`config.mk`:
```
export PLATFORM = sky130hd
export DESIGN_NAME = riscv_mem_arbiter
export DESIGN_NICKNAME = d
export VERILOG_FILES = /design/src/rtl/riscv_mem_arbiter_pkg.sv /design/src/rtl/riscv_lane_align.sv /design/src/rtl/riscv_mem_arbiter.sv
export SDC_FILE = /design/constraint.sdc
export NUM_CORES = 1
export LEC_CHECK = 0
export ABC_AREA = 1
export CORE_ASPECT_RATIO = 1.1
export CORE_MARGIN = 3
export CORE_UTILIZATION = 40
export CTS_CLUSTER_DIAMETER = 80
export DETAILED_ROUTE_END_ITERATION = 16
export GPL_ROUTABILITY_DRIVEN = 0
export PLACE_DENSITY = 0.93
export SLEW_MARGIN = 40
export SYNTH_ARGS = -nofsm -noshare
export SYNTH_HDL_FRONTEND = slang
export SYNTH_HIERARCHICAL = 1
export SYNTH_SLANG_ARGS = --single-unit
```
`constraint.sdc`:
```
create_clock -name clock -period 1.8 [get_ports clock]
set_clock_uncertainty 0.05 [all_clocks]
set_input_delay 0.36 -clock clock [delete_from_list [all_inputs] [get_ports clock]]
set_output_delay 0.36 -clock clock [all_outputs]
set_load 0.03 [all_outputs]
```
`src/rtl/riscv_mem_arbiter_pkg.sv`:
```
`default_nettype none
// +--------------------------------------------------------------------------+
// | riscv_mem_arbiter_pkg                                                     |
// | Shared encodings for the fetch/data memory arbiter.                       |
// | Revision: 1.0                                                             |
// +--------------------------------------------------------------------------+
package riscv_mem_arbiter_pkg;

  localparam logic [1:0] WIDTH_BYTE = 2'd0;
  localparam logic [1:0] WIDTH_HALF = 2'd1;
  localparam logic [1:0] WIDTH_WORD = 2'd2;

  localparam logic [1:0] ARB_IDLE  = 2'd0;
  localparam logic [1:0] ARB_ISSUE = 2'd1;
  localparam logic [1:0] ARB_WAIT  = 2'd2;
  localparam logic [1:0] ARB_ERR   = 2'd3;

  localparam logic OWN_I = 1'b0;
  localparam logic OWN_D = 1'b1;

  typedef logic [1:0] arb_state_t;

  function automatic logic [31:0] word_align(input logic [31:0] addr);
    return {addr[31:2], 2'b00};
  endfunction

endpackage

`default_nettype wire

```
`src/rtl/riscv_lane_align.sv`:
```
`default_nettype none
// +--------------------------------------------------------------------------+
// | riscv_lane_align                                                          |
// | Byte-lane enables, store replication, alignment check and load extract.   |
// | Revision: 1.0                                                             |
// +--------------------------------------------------------------------------+
module riscv_lane_align
  import riscv_mem_arbiter_pkg::*;
(
  input  logic [1:0]  addr,
  input  logic [1:0]  width,
  input  logic [31:0] wdata,
  input  logic [1:0]  rd_shift,
  input  logic [31:0] rdata,
  output logic [3:0]  be,
  output logic [31:0] wdata_rep,
  output logic        misaligned,
  output logic [31:0] rd_data
);

  // Loads are shifted down to the LSBs only; upper bits are not masked or extended.
  function automatic logic [31:0] read_extract(input logic [31:0] word,
                                               input logic [1:0]  shift);
    return word >> {shift, 3'b000};
  endfunction

  always_comb begin
    be         = 4'b0000;
    wdata_rep  = 32'h0000_0000;
    misaligned = 1'b1;
    case (width)
      WIDTH_BYTE: begin
        be         = 4'b0001 << addr;
        wdata_rep  = {4{wdata[7:0]}};
        misaligned = 1'b0;
      end
      WIDTH_HALF: begin
        be         = 4'b0011 << addr;
        wdata_rep  = {2{wdata[15:0]}};
        misaligned = addr[0];
      end
      WIDTH_WORD: begin
        be         = 4'b1111;
        wdata_rep  = wdata;
        misaligned = (addr != 2'b00);
      end
      default: begin
        misaligned = 1'b1;
      end
    endcase
  end

  assign rd_data = read_extract(rdata, rd_shift);

endmodule

`default_nettype wire

```
`src/rtl/riscv_mem_arbiter.sv`:
```
`default_nettype none
// +--------------------------------------------------------------------------+
// | riscv_mem_arbiter                                                         |
// | Shares one memory port between instruction fetch and load/store traffic.  |
// | Revision: 1.0                                                             |
// +--------------------------------------------------------------------------+
module riscv_mem_arbiter
  import riscv_mem_arbiter_pkg::*;
#(
  parameter int unsigned STARVE_MAX = 4
)
(
  input  logic        clock,
  input  logic        reset_n,
  input  logic        i_req,
  input  logic [31:0] i_addr,
  output logic        i_gnt,
  output logic        i_rvalid,
  output logic [31:0] i_rdata,
  input  logic        d_req,
  input  logic        d_we,
  input  logic [31:0] d_addr,
  input  logic [1:0]  d_width,
  input  logic [31:0] d_wdata,
  output logic        d_gnt,
  output logic        d_rvalid,
  output logic [31:0] d_rdata,
  output logic        d_err,
  output logic        m_req,
  output logic        m_we,
  output logic [31:0] m_addr,
  output logic [3:0]  m_be,
  output logic [31:0] m_wdata,
  input  logic        m_ready,
  input  logic        m_rvalid,
  input  logic [31:0] m_rdata
);

  localparam logic [3:0] c_starve_max = STARVE_MAX[3:0];

  arb_state_t  r_state;
  logic        r_owner;
  logic [1:0]  r_rd_shift;
  logic [3:0]  r_starve_cnt;

  logic        w_starved;
  logic        w_pick_i;
  logic        w_pick_d;
  logic        w_in_issue;
  logic        w_in_wait;
  logic [3:0]  w_be;
  logic [31:0] w_wdata_rep;
  logic        w_misaligned;
  logic [31:0] w_rd_data;
  logic        w_unused_addr_lsb;

  // Fetch addresses are word aligned by contract, so their low bits carry nothing.
  assign w_unused_addr_lsb = &{1'b0, i_addr[1:0]};

  riscv_lane_align u_lane_align (
    .addr       (d_addr[1:0]),
    .width      (d_width),
    .wdata      (d_wdata),
    .rd_shift   (r_rd_shift),
    .rdata      (m_rdata),
    .be         (w_be),
    .wdata_rep  (w_wdata_rep),
    .misaligned (w_misaligned),
    .rd_data    (w_rd_data)
  );

  assign w_starved = (r_starve_cnt == c_starve_max);
  assign w_pick_i  = i_req && (!d_req || w_starved);
  assign w_pick_d  = d_req && !w_pick_i;

  assign w_in_issue = (r_state == ARB_ISSUE);
  assign w_in_wait  = (r_state == ARB_WAIT);

  assign i_gnt    = w_in_issue && m_ready  && (r_owner == OWN_I);
  assign d_gnt    = w_in_issue && m_ready  && (r_owner == OWN_D);
  assign i_rvalid = w_in_wait  && m_rvalid && (r_owner == OWN_I);
  assign d_rvalid = w_in_wait  && m_rvalid && (r_owner == OWN_D);
  assign d_err    = (r_state == ARB_ERR);

  assign i_rdata = i_rvalid ? m_rdata   : 32'h0000_0000;
  assign d_rdata = d_rvalid ? w_rd_data : 32'h0000_0000;

  always_ff @(posedge clock or negedge reset_n) begin
    if (!reset_n) begin
      r_state    <= ARB_IDLE;
      r_owner    <= OWN_I;
      r_rd_shift <= 2'b00;
      m_req      <= 1'b0;
      m_we       <= 1'b0;
      m_addr     <= 32'h0000_0000;
      m_be       <= 4'b0000;
      m_wdata    <= 32'h0000_0000;
    end else begin
      case (r_state)
        ARB_IDLE: begin
          if (w_pick_i) begin
            r_owner    <= OWN_I;
            r_rd_shift <= 2'b00;
            m_req      <= 1'b1;
            m_we       <= 1'b0;
            m_addr     <= word_align(i_addr);
            m_be       <= 4'b1111;
            m_wdata    <= 32'h0000_0000;
            r_state    <= ARB_ISSUE;
          end else if (w_pick_d) begin
            if (w_misaligned) begin
              r_state <= ARB_ERR;
            end else begin
              r_owner    <= OWN_D;
              r_rd_shift <= d_addr[1:0];
              m_req      <= 1'b1;
              m_we       <= d_we;
              m_addr     <= word_align(d_addr);
              m_be       <= w_be;
              m_wdata    <= w_wdata_rep;
              r_state    <= ARB_ISSUE;
            end
          end
        end
        ARB_ISSUE: begin
          if (m_ready) begin
            m_req   <= 1'b0;
            m_we    <= 1'b0;
            r_state <= m_we ? ARB_IDLE : ARB_WAIT;
          end
        end
        ARB_WAIT: begin
          if (m_rvalid) begin
            r_state <= ARB_IDLE;
          end
        end
        ARB_ERR: begin
          r_state <= ARB_IDLE;
        end
        default: begin
          r_state <= ARB_IDLE;
        end
      endcase
    end
  end

  // Counts data wins over a waiting fetch; a fetch grant resets the window.
  always_ff @(posedge clock or negedge reset_n) begin
    if (!reset_n) begin
      r_starve_cnt <= 4'd0;
    end else if (i_gnt) begin
      r_starve_cnt <= 4'd0;
    end else if (d_gnt && i_req && !w_starved) begin
      r_starve_cnt <= r_starve_cnt + 4'd1;
    end
  end

endmodule

`default_nettype wire

```
Word level (Yosys, flattened, before mapping)
Index checks and enable logic that the tools add are counted.
{"block": "op_classes", "addsub": 1, "eq_ne": 11, "shifts": 3, "muxes": 36, "bitwise_logic": 1, "reduce_logical": 23}
{"op": "$mux W32", "count": 8}
{"op": "$pmux W32 S3", "count": 1}
{"op": "$shr A32 B5 Y32", "count": 1}
{"op": "$mux W4", "count": 5}
{"op": "$mux W2", "count": 9}
{"op": "$pmux W4 S3", "count": 1}
{"op": "$logic_and A1 B1 Y1", "count": 10}
{"op": "$mux W1", "count": 8}
{"op": "$pmux W2 S4", "count": 1}
{"op": "$reduce_bool A2 Y1", "count": 4}
{"op": "$eq A2 B2 Y1 const B", "count": 3}
{"op": "$ne A2 B2 Y1 const B", "count": 3}
{"op": "$ne A3 B3 Y1 const B", "count": 2}
{"op": "$reduce_and A3 Y1", "count": 2}
{"op": "$add A4 B1 Y4 const B", "count": 1}
{"op": "$eq A2 B1 Y1 const B", "count": 2}
{"op": "$eq A4 B3 Y1 const B", "count": 1}
{"op": "$logic_not A2 Y1", "count": 2}
{"op": "$pmux W1 S2", "count": 2}
{"op": "$reduce_and A4 Y1", "count": 1}
{"op": "$shl A1 B2 Y4 const A", "count": 1}
{"op": "$shl A2 B2 Y4 const A", "count": 1}
{"op": "$logic_not A1 Y1", "count": 3}
{"op": "$pmux W1 S3", "count": 1}
{"op": "2 further kinds", "count": 2}
{"block": "totals", "regBits": 79, "inputBits": 137, "out_inout_bits": 139, "word_cells": 84}

Depth between registers and ports, before layout
Gate-level depths: netlist (run 1).
{"block": "depth", "ltp_word": 8, "ltp_mapped": 12, "ltp_nobuf": 10}

Hierarchy
Netlist (run 1), hierarchy kept.
{"module": "riscv_mem_arbiter", "n_inst": 1, "cells_per_inst": 608, "area_per_inst_um2": 4129.0}
{"module": "riscv_lane_align", "n_inst": 1, "cells_per_inst": 251, "area_per_inst_um2": 1133.6}

Least setup slack after synthesis (run 1)
Ideal clock, no wire load.
{"block": "synth_timing", "path_kind": "reg-to-output", "start": "register r_state[0]", "end": "output port d_rdata[10]", "arrival_time_ns": 1.819, "setup_slack_ns": -0.429, "stages_incl_launch_ff": 7, "cell_sequence": "dfrtp_1 > inv_1 > nand3_1 > nor2_1 > inv_1 > clkbuf_1 > nor2_1"}
{"block": "synth_between", "elab_chain_cells": 4}
{"element": "from (decl)", "line": "riscv_mem_arbiter.sv:41", "source": "arb_state_t r_state;"}
{"element": "from (signal assigned)", "line": "riscv_mem_arbiter.sv:129", "source": "r_state <= m_we ? ARB_IDLE : ARB_WAIT;"}
{"element": "$eq A2 B2 Y1", "line": "riscv_mem_arbiter.sv:77", "source": "assign w_in_wait = (r_state == ARB_WAIT);"}
{"element": "$logic_and A1 B1 Y1 (2 in series)", "line": "riscv_mem_arbiter.sv:82", "source": "assign d_rvalid = w_in_wait && m_rvalid && (r_owner == OWN_D);"}
{"element": "named net d_rvalid", "line": "riscv_mem_arbiter.sv:26", "source": "output logic d_rvalid,"}
{"element": "$mux W32", "line": "riscv_mem_arbiter.sv:86", "source": "assign d_rdata = d_rvalid ? w_rd_data : 32'h0000_0000;"}
{"element": "to (decl)", "line": "riscv_mem_arbiter.sv:27", "source": "output logic [31:0] d_rdata,"}
The timed path passes the listed nets, and every way through them passes these cells.

Final worst setup path (run 1)
{"block": "layout_timing", "start": "register r_rd_shift[0]", "end": "output port d_rdata[5]"}
{"block": "layout_between", "elab_chain_cells": 2}
{"element": "from (decl)", "line": "riscv_mem_arbiter.sv:43", "source": "logic [1:0] r_rd_shift;"}
{"element": "from (signal assigned)", "line": "riscv_mem_arbiter.sv:115", "source": "r_rd_shift <= d_addr[1:0];"}
{"element": "$shr A32 B5 Y32", "line": "riscv_lane_align.sv:24", "source": "return word >> {shift, 3'b000};"}
{"element": "named net w_rd_data[5]", "line": "riscv_mem_arbiter.sv:54", "source": "logic [31:0] w_rd_data;"}
{"element": "$mux W32", "line": "riscv_mem_arbiter.sv:86"}
The timed path passes the listed nets, and every way through them passes these cells.

==> impl_metrics.py, run 1 <==
metrics = {
    "worst_setup_path": {
        "crit_path_end_kind": "output port",
        "start_kind": "flop",
        "r2r_cells": 10,
        "crit_fanout": 6,
        "crit_type": "reg -> out",
        "timing.rr.start": "r_starve_cnt[0]",
        "critPathRequiredTime_ps": 1390,
        "worst-endpoint-arrival_ps": 1720,
        "r2r_slack_ps": 130,
        "r2r_end": "m_addr[13]",
    },
    "synth": {
        "synth_top_area_share_pct": 36.6,
        "synthCells": 859,
        "syn-cell-area_mm2": 0.00526,
        "synth-edff-count": 0,
        "synth_seq_cells": 77,
        "yosys.area.top_type": "dfrtp_1",
        "synth-async-reset-ratio_pct": 100,
        "ys_warn_count": 6,
        "synthFlopType": "dfrtp_1",
        "synth.distinct_cells": 27,
        "yosysSeqAreaShare_pct": 36.6,
        "syn_avg_cell_area_um2": 6.13,
        "synthTopCellsByArea": "dfrtp_1 (37%), nand2_1 (25%), inv_1 (7.6%), nand3_1 (7.3%), nor2_1 (6.8%)",
        "synth_most_common_cell": "nand2_1",
        "synth_common_cells": "nand2_1 (349), inv_1 (107), nor2_1 (95), dfrtp_1 (77), nand3_1 (77)",
    },
    "global_route": {
        "grt_pass1_wl_um": 34900,
        "overflow": 0,
        "grt_max_degree": 52,
        "track_usage_pct": 30.0,
        "grt_pass1_vias": 6917,
        "antenna_found_initial": 0,
    },
    "detailed_routing": {
        "drc_errors": 0,
        "dr.pass1.iters": 6,
        "via_count": 6946,
        "drt_iter0_markers": 673,
        "drt-total-wl_um": 22500,
        "viasPerCell": 5.23,
        "ant_nets": 0,
        "wl_per_cell_um": 16.9,
    },
    "pwr": {
        "p_leak_nw": 5.44,
        "p_total_mw": 13.5,
        "p_per_area_mw_per_mm2": 1370,
        "peakVddDrop_mv": 1.08,
    },
    "die": {
        "die_y_um": 126,
        "die_x_um": 115,
        "rows": 43,
        "dieArea_mm2": 0.0146,
        "core_mm2": 0.0128,
        "initial_core_util_pct": 41.3,
        "io_pins": 276,
    },
    "placed_design": {
        "io_buffers": 271,
        "postPlaceCellArea_mm2": 0.00877,
        "dp_hpwl_um": 14500,
    },
    "hold_path": {
        "holdPathEnd": "m_addr[14]",
        "hold_class": "reg -> reg",
        "min_from": "m_addr[14]",
        "whs_path_depth": 2,
    },
    "timing": {
        "final-setup-viol-count": 65,
        "slew_violations": 0,
        "min_period_ps": 2130,
        "fin_ws_ps": -333,
        "fmax_ghz": 0.469,
        "fin_crit_sh_pct": 119,
        "rsz0062_at_grt": "yes",
        "hold_viol": 0,
    },
    "clocking": {
        "clk_pin_slew_ps": 60,
        "clk_latency_ps": 340,
        "cts_buffer_depth": 2,
        "cts_buffers": 9,
        "clock_sinks": 77,
        "cts.htree.levels": 3,
        "cts_tree": "built",
        "clock-root-buffer": "clkbuf_16",
    },
    "layout": {
        "drive_above_1_share_pct": 24.8,
        "final_area_mm2": 0.00991,
        "synthToLayoutAreaGrowth_pct": 88.3,
        "final_core_util_pct": 77.7,
        "diodes": 0,
        "nets": 1306,
    },
    "outcome": {
        "outcome": "finished, violations left",
        "violations": "negative setup slack",
    },
    "job": {
        "drv_cap": 0,
    },
}
## cell type report
class | instances | area (um2)
fillers | 771 | 2840
clock inverters | 4 | 55.1
clock buffers | 12 | 256
repair buffers | 346 | 3760
inverters | 111 | 439
multi-input cells | 622 | 3270
well taps | 157 | 196
flip-flops and latches | 77 | 1930
## worst max-delay path, cell delays in order, from the launching register on
cell and delay (ps):
dfrtp_2 450, buf_4 150, buf_6 110, o21ai_4 160, nand2_1 100, nand2_1 100, inv_2 60, nor2_4 120
buf_6 140
## sequential cells by signal (all words and copies together) (netlist names)
register	cells
m_addr	30
m_be	4
m_req	1
m_wdata	32
m_we	1
r_owner	1
r_rd_shift	2
r_starve_cnt	4
r_state	2
## repair_timing
action | CTS | global route
hold endpoints to repair | 31 | 0
buffers inserted | 10 | 5
pin swaps | 12 | 6
hold buffers | 1 | 0
gates resized for setup | 166 | 68
gates cloned | 8 | 1
endpoints found under the setup margin | 131 | 141
## report_power, final
group,switching [mW],internal (mW),total [mW]
Sequential,0.459,2.50,2.96
Clock,0.757,1.16,1.92
Combinational,5.35,3.31,8.66
Total,6.56,6.97,13.5
## worst max path at each step
stage / start / end / slack, ps / depth (start not counted)
CTS: r_rd_shift[0] / d_rdata[4] / -280 / 7
detailed placement: d_width[1] / m_addr[18] / -390 / 9
global placement: d_addr[0] / m_addr[30] / -310 / 9
finish: r_rd_shift[0] / d_rdata[5] / -330 / 8
floorplan: r_state[0] / d_rdata[11] / 10 / 6
global route: r_rd_shift[0] / d_rdata[3] / -370 / 7
## placed cells by master (no fill, tap or decap), types with 2 or more instances in the layout
cell             netlist  routed
buf_16                 0       7
dlygate4sd2_1          0      35
dfrtp_2                0       3
nand3_2                2       9
nand2_2                3       7
clkbuf_16              0      10
or2_4                  0       4
nand2_1              349     344
inv_1                107      91
o21ai_1               20      23
buf_6                  5      71
nor2_1                95      28
dlymetal6s2s_1         0      32
o21ai_0               43      30
nor3_1                 2       2
nand3_1               77      69
buf_12                 0      16
inv_2                  3      16
dfrtp_1               77      74
xor2_1                 2       2
nor2_4                 2      68
and2_1                 8       7
or2_2                  8       4
inv_8                  0       2
a21oi_1                4       3
o21ai_2                1      10
conb_1                 1       2
inv_6                  0       2
clkdlybuf4s50_1        0     134
ha_1                   2       2
clkbuf_8               0       2
buf_4                  7      48
## per-stage QoR
| stage | hold WS [ps] | TNS (ps) | std cells | setup slack (ps) |
|---|---|---|---|---|
| floorplan | 14.4 | 0 | 860 | 13.4 |
| global placement | 289 | -33960 | 1292 | -313 |
| detailed placement | 291 | -39920 | 1292 | -391 |
| CTS | 430 | -12100 | 1327 | -276 |
| global route | 448 | -18580 | 1329 | -365 |
| finish | 423 | -14190 | 1329 | -333 |
## per-layer routing
layer  wire, um  global-route usage (%)  up-vias
met5          0                       0        -
met4       1240                    17.4        0
li1           -                       -     3212
met1       7850                    33.4     3190
met3       2190                    7.16      103
met2      11200                    51.8      441
## cell families (layout without fill, tap and decap cells)
logic type	after synthesis	in the layout	synth area share, %
other	1	2	0.0713
buffers and inverters	161	473	13.2
xor gates and xnor gates	2	2	0.333
and+or+nand+nor	548	548	42.8
adders and majority gates	2	2	0.475
AOI/OAI and AO/OA	68	68	6.54
DFF	77	77	36.6
(Power assumes the default switching activity.)
==> run 2: changes to the inputs <==
--- a/config.mk
+++ b/config.mk
@@ -5,10 +5,9 @@
 export SDC_FILE = /design/constraint.sdc
 export NUM_CORES = 1
 export LEC_CHECK = 0
-export ABC_AREA = 1
 export CORE_ASPECT_RATIO = 1.1
 export CORE_MARGIN = 3
-export CORE_UTILIZATION = 40
+export CORE_UTILIZATION = 37
 export CTS_CLUSTER_DIAMETER = 80
 export DETAILED_ROUTE_END_ITERATION = 16
 export GPL_ROUTABILITY_DRIVEN = 0
@@ -16,5 +15,4 @@
 export SLEW_MARGIN = 40
 export SYNTH_ARGS = -nofsm -noshare
 export SYNTH_HDL_FRONTEND = slang
-export SYNTH_HIERARCHICAL = 1
 export SYNTH_SLANG_ARGS = --single-unit
==> run 2 against run 1 <==
  * Sequential share of layout area grew 0.64 points
  * The flow still finishes with violations (negative setup slack)
  * Sequential power grew 8.1%
  * Largest power group unchanged
  * Area after synthesis shrank 17%
==> impl_metrics.py, run 2 <==
metrics = {
    "global_route": {
        "overflow": 0,
        "grt_pass1_wl_um": 29500,
        "grt_pass1_vias": 5662,
        "track_usage_pct": 29.2,
        "antenna_found_initial": 5,
        "grt_max_degree": 36,
    },
    "synth": {
        "synth-edff-count": 0,
        "synth_xor_area_share_pct": 0,
        "synthFlopType": "dfrtp_1",
        "synth_top_family_by_area": "compound AO/OA/AOI/OAI gates",
        "synth.area.mux_share_pct": 4.34,
        "yosys.area.top_type": "dfrtp_1",
        "synthCells": 457,
        "synthSimpleGateAreaFrac_pct": 16.6,
        "synth.distinct_cells": 43,
        "syn-cell-area_mm2": 0.00438,
        "synth_common_cells": "dfrtp_1 (77), and2_1 (41), a21oi_1 (35), nor2_1 (31), o22ai_1 (31)",
        "synth_compound_gate_area_share_pct": 28.9,
        "synthTopCellsByArea": "dfrtp_1 (44%), a2bb2oi_1 (6.0%), and2_1 (5.9%), a22o_1 (4.8%), o22ai_1 (4.4%)",
        "ys_warn_count": 0,
        "synthAdderAreaFrac_pct": 0.571,
        "syn_avg_cell_area_um2": 9.59,
        "yosysSeqAreaShare_pct": 44.0,
        "synth_most_common_cell": "dfrtp_1",
        "synth_seq_cells": 77,
        "synth-async-reset-ratio_pct": 100,
        "synth_top_area_share_pct": 44.0,
    },
    "timing": {
        "fin_tns_setup_ps": -25120,
        "fmax_ghz": 0.432,
        "fin_crit_sh_pct": 129,
        "slew_violations": 0,
        "rsz0062_at_grt": "yes",
        "hold_slack_ps": 437,
        "fin_ws_ps": -514,
        "relSlewSlack_pct": 60.9,
        "tightest_slew_ps": 570,
        "min_period_ps": 2310,
        "hold_viol": 0,
        "final-setup-viol-count": 113,
    },
    "worst_setup_path": {
        "timing.rr.start": "r_starve_cnt[0]",
        "crit_end": "d_rdata[8]",
        "crit_path_end_kind": "output port",
        "worst-endpoint-arrival_ps": 1900,
        "critPathRequiredTime_ps": 1390,
        "crit_type": "reg -> out",
        "crit_fanout": 7,
        "r2r_cells": 10,
        "start_kind": "flop",
        "r2r_end": "m_addr[3]",
        "critical_path.startpoint": "r_rd_shift[1]",
        "r2r_slack_ps": -80,
    },
    "layout": {
        "nets": 950,
        "fill_cells": 559,
        "top_register": "m_wdata",
        "synthToLayoutAreaGrowth_pct": 119,
        "diodes": 0,
        "layout_common_cells": "clkdlybuf4s50_1 (140), buf_4 (87), dfrtp_1 (76)",
        "largest_reg_flops": 32,
        "layout_commonest_cell": "clkdlybuf4s50_1",
        "largestRegisters": "m_wdata: 32 flops, m_addr: 30 flops",
        "drive_above_1_share_pct": 43.5,
    },
    "pwr": {
        "switching_power_mw": 6.07,
        "switching_share_pct": 43.8,
        "p_per_area_mw_per_mm2": 1450,
        "comb_power_share_pct": 63.9,
        "p_int_mw": 7.80,
        "peakVddDrop_mv": 0.963,
        "p_seq_share_pct": 23.1,
        "p_total_mw": 13.9,
        "clkPwrFrac_pct": 13.0,
        "p_leak_nw": 4.29,
    },
    "clocking": {
        "clock_sinks": 77,
        "clock-root-buffer": "clkbuf_16",
        "cts.htree.levels": 3,
        "cts_buffers": 9,
        "cts_buffer_depth": 2,
        "clk_latency_ps": 330,
        "cts_tree": "built",
        "clk_pin_slew_ps": 60,
    },
    "detailed_routing": {
        "via_count": 5719,
        "drt_iter0_markers": 500,
        "drt-total-wl_um": 23800,
        "viasPerCell": 5.92,
        "dr.pass1.iters": 7,
        "wl_per_cell_um": 24.6,
        "drc_errors": 0,
        "ant_nets": 0,
    },
    "outcome": {
        "outcome": "finished, violations left",
        "violations": "negative setup slack",
    },
    "die": {
        "die_y_um": 120,
        "initial_core_util_pct": 38.0,
        "die_x_um": 110,
        "dieArea_mm2": 0.0132,
        "core_mm2": 0.0115,
        "rows": 41,
        "io_pins": 276,
    },
    "placed_design": {
        "io_buffers": 271,
        "dp_hpwl_um": 13900,
    },
    "hold_path": {
        "hold_class": "reg -> reg",
        "whs_path_depth": 1,
    },
    "job": {
        "drv_cap": 0,
    },
}
## run 2: worst min path at each step
| stage | from | end |
|---|---|---|
| floorplan | reset_n | m_addr[10] |
| global placement | reset_n | m_wdata[19] |
| detailed placement | reset_n | m_wdata[22] |
| CTS | m_wdata[22] | m_wdata[22] |
| global route | m_wdata[19] | m_wdata[19] |
| finish | m_wdata[22] | m_wdata[22] |
## run 2: timing repair
| item | 4_1_cts | 5_1_grt |
|---|---|---|
| cloned | 5 | 9 |
| resized for setup | 127 | 148 |
| pin swaps | 17 | 44 |
| hold buffers | 1 | 0 |
| hold endpoints to repair | 32 | 0 |
| setup buffers | 15 | 11 |
| setup endpoints to repair | 169 | 152 |
## run 2: power groups by stage
stage | registers, mW | clock network, mW | logic, mW
3_3_place_gp | 3.06 | 0 | 6.96
5_1_grt | 3.28 | 1.89 | 9.19
6_report | 3.20 | 1.80 | 8.86
3_5_place_dp | 3.10 | 0 | 7.15
2_1_floorplan | 4.52 | 0 | 2.69
4_1_cts | 3.10 | 1.82 | 7.42
## run 2: cells by family after synthesis
group | Yosys count
compound gates | 178
fa+ha+maj | 2
buf+inv | 50
flops | 77
mux | 19
other cells | 1
simple gates | 130
## run 2: per-stage QoR
step	worst slack, ps	instances	area (um2)	utilization, %
after floorplan	-129	458	4520	-
after global placement	-453	911	7780	67.4
after detailed placement	-495	911	7780	67.4
after CTS	-333	948	8630	74.8
after global routing	-669	966	9580	83.0
final	-514	966	9580	83.0
## run 2: worst max-delay path, stage by stage, from the launching register on
cell	delay, ps
dfrtp_2	460
buf_12	160
buf_4	130
mux2i_2	310
nor2_1	100
a21oi_2	190
nor2_2	80
buf_6	140
## run 2: area by class of cell
class	instances	area, um2	share of cell area [%]
Tap cell	150	188	1.96
Inverter	6	22.5	0.235
Clock buffer	11	243	2.53
Sequential cell	77	1930	20.1
Timing Repair Buffer	386	4110	42.9
Multi-Input combinational cell	331	3040	31.7
Clock inverter	5	50.0	0.522
## run 2: per-layer routing
metal / global-route usage, % / routed length, um / part of all wire, %
met4: 16.9 / 1260 / 5.3
met5: 0 / 81 / 0.34
met1: 29.9 / 8030 / 34
met3: 8.66 / 2220 / 9.3
met2: 51.6 / 12200 / 51
==> run 3: changes to the inputs <==
--- a/config.mk
+++ b/config.mk
@@ -7,11 +7,12 @@
 export LEC_CHECK = 0
 export CORE_ASPECT_RATIO = 1.1
 export CORE_MARGIN = 3
-export CORE_UTILIZATION = 37
+export CORE_UTILIZATION = 38
+export CTS_BUF_LIST = sky130_fd_sc_hd__clkbuf_4 sky130_fd_sc_hd__clkbuf_8
 export CTS_CLUSTER_DIAMETER = 80
 export DETAILED_ROUTE_END_ITERATION = 16
 export GPL_ROUTABILITY_DRIVEN = 0
-export PLACE_DENSITY = 0.93
+export PLACE_DENSITY = 0.95
 export SLEW_MARGIN = 40
 export SYNTH_ARGS = -nofsm -noshare
 export SYNTH_HDL_FRONTEND = slang
==> run 3 against run 2 <==
  * Hold slack got worse by 100 ps
  * Sequential share of layout area increased by 1.6 points
  * The run still ends with negative setup slack left
  * Wire length decreased by 10%
  * Non-clock buffer count is 14 lower
  * Utilization decreased by 3.1 points
==> impl_metrics.py, run 3 (synthesized netlist as in run 2, its figures left out) <==
metrics = {
    "global_route": {
        "overflow": 0,
        "grt_busiest_layer": "met2",
        "track_usage_pct": 28.0,
        "met1_usage_pct": 30.7,
        "grt_pass1_wl_um": 28300,
        "antenna_found_initial": 1,
        "grt_pass1_vias": 5398,
        "met2_usage_pct": 47.7,
        "grt_use_met3_pct": 7.26,
        "grt_max_degree": 44,
    },
    "placed_design": {
        "dp_hpwl_um": 13700,
        "postPlaceCellArea_mm2": 0.00769,
        "io_buffers": 271,
    },
    "clocking": {
        "clk_pin_slew_ps": 80,
        "cts_tree": "built",
        "cts.htree.levels": 3,
        "clk_latency_ps": 350,
        "clock-root-buffer": "clkbuf_8",
        "cts_buffer_depth": 2,
        "clock_sinks": 77,
        "cts_buffers": 9,
    },
    "worst_setup_path": {
        "crit_path_end_kind": "output port",
        "crit_fanout": 9,
        "crit_type": "reg -> out",
        "start_kind": "flop",
        "r2r_slack_ps": -130,
        "worst-endpoint-arrival_ps": 1800,
        "critPathRequiredTime_ps": 1390,
    },
    "layout": {
        "final_core_util_pct": 79.9,
        "nets": 936,
        "top_register": "m_wdata",
        "layout_common_cells": "clkdlybuf4s50_1 (131), buf_4 (89), dfrtp_1 (76)",
        "largest_reg_flops": 32,
        "diodes": 0,
        "final_area_mm2": 0.00888,
        "layout_commonest_cell": "clkdlybuf4s50_1",
        "drive_above_1_share_pct": 40.7,
        "synthToLayoutAreaGrowth_pct": 103,
        "largestRegisters": "m_wdata: 32 flops, m_addr: 30 flops",
    },
    "die": {
        "die_x_um": 108,
        "core_mm2": 0.0111,
        "rows": 40,
        "io_pins": 276,
        "initial_core_util_pct": 39.4,
        "dieArea_mm2": 0.0129,
        "die_y_um": 119,
    },
    "pwr": {
        "p_leak_nw": 3.90,
        "p_per_area_mw_per_mm2": 1360,
        "peakVddDrop_mv": 1.07,
    },
    "detailed_routing": {
        "drt_iter0_markers": 404,
        "drc_errors": 0,
        "viasPerCell": 5.85,
        "dr.pass1.iters": 5,
        "drt-total-wl_um": 21400,
        "ant_nets": 0,
        "wl_per_cell_um": 22.6,
        "via_count": 5522,
    },
    "hold_path": {
        "hold_class": "in -> async",
    },
    "timing": {
        "slew_violations": 0,
        "fmax_ghz": 0.453,
        "final-setup-viol-count": 118,
        "min_period_ps": 2210,
        "hold_viol": 0,
        "rsz0062_at_grt": "yes",
        "fin_ws_ps": -407,
        "fin_crit_sh_pct": 123,
    },
    "job": {
        "drv_cap": 0,
    },
    "outcome": {
        "outcome": "finished, violations left",
        "violations": "negative setup slack",
    },
}
## run 3: cell count changes in the layout (fill, tap and decap cells not counted), sizes merged
cell	change
buf	-13
bufinv	-1
clkbuf	-1
clkdlybuf4s50	-9
clkinv	-4
dlygate4sd2	+34
dlymetal6s2s	-25
## run 3: path summary, 6_finish.rpt
path | from | to | depth (start not counted)
max | r_state[0] | i_rdata[0] | 5
min | reset_n | m_wdata[16] | 2
max reg2reg | r_starve_cnt[0] | m_wdata[11] | 8
min reg2reg | m_wdata[29] | m_wdata[29] | 1
max in group asynchronous | reset_n | m_wdata[26] | 3
min in group clock | d_addr[0] | r_rd_shift[0] | 2
## run 3: final cells by class
cell class | instances | area, um2
Tap cell | 147 | 184
Timing Repair Buffer | 372 | 3710
Inverter | 6 | 22.5
Fill cell | 638 | 2230
Clock buffer | 11 | 145
Sequential cell | 77 | 1930
Multi-Input combinational cell | 331 | 2890
## run 3: critical path: stages (launching register included)
cell and delay (ps):
dfrtp_1 400, buf_6 130, and4bb_4 440, buf_12 160, and2_4 170, buf_6 150
## run 3: per-stage QoR
| step | setup TNS [ps] | instances | total power [mW] | worst slack (ps) | hold WS [ps] |
|---|---|---|---|---|---|
| floorplan | -2110 | 458 | 7.21 | -129 | 14.4 |
| global placement | -42860 | 907 | 9.90 | -447 | 145 |
| detailed placement | -50810 | 907 | 10.1 | -529 | 150 |
| CTS | -20490 | 926 | 11.1 | -359 | 318 |
| global route | -32710 | 944 | 12.5 | -479 | 347 |
| finish | -25490 | 944 | 12.0 | -407 | 336 |
## run 3: metal layers
layer | vias up | routed length (um) | share of wire, %
li1 | 2360 | - | -
met2 | 394 | 10600 | 49
met3 | 115 | 1960 | 9.2
met4 | 2 | 1370 | 6.4
met1 | 2651 | 7450 | 35
met5 | - | 17 | 0.080
## run 3: power breakdown
group          total, mW  switching (mW)  internal (mW)
combinational       7.83            4.36           3.46
clock               1.11           0.595          0.517
sequential          3.11           0.574           2.54
total               12.0            5.53           6.52
## run 3: timing repair
action | CTS | global route
pin swaps | 7 | 61
setup buffers | 8 | 9
gates cloned | 0 | 10
resized for setup | 146 | 113
setup endpoints to repair | 195 | 140
endpoints found under the hold margin | 8 | 0
hold buffers | 1 | 0
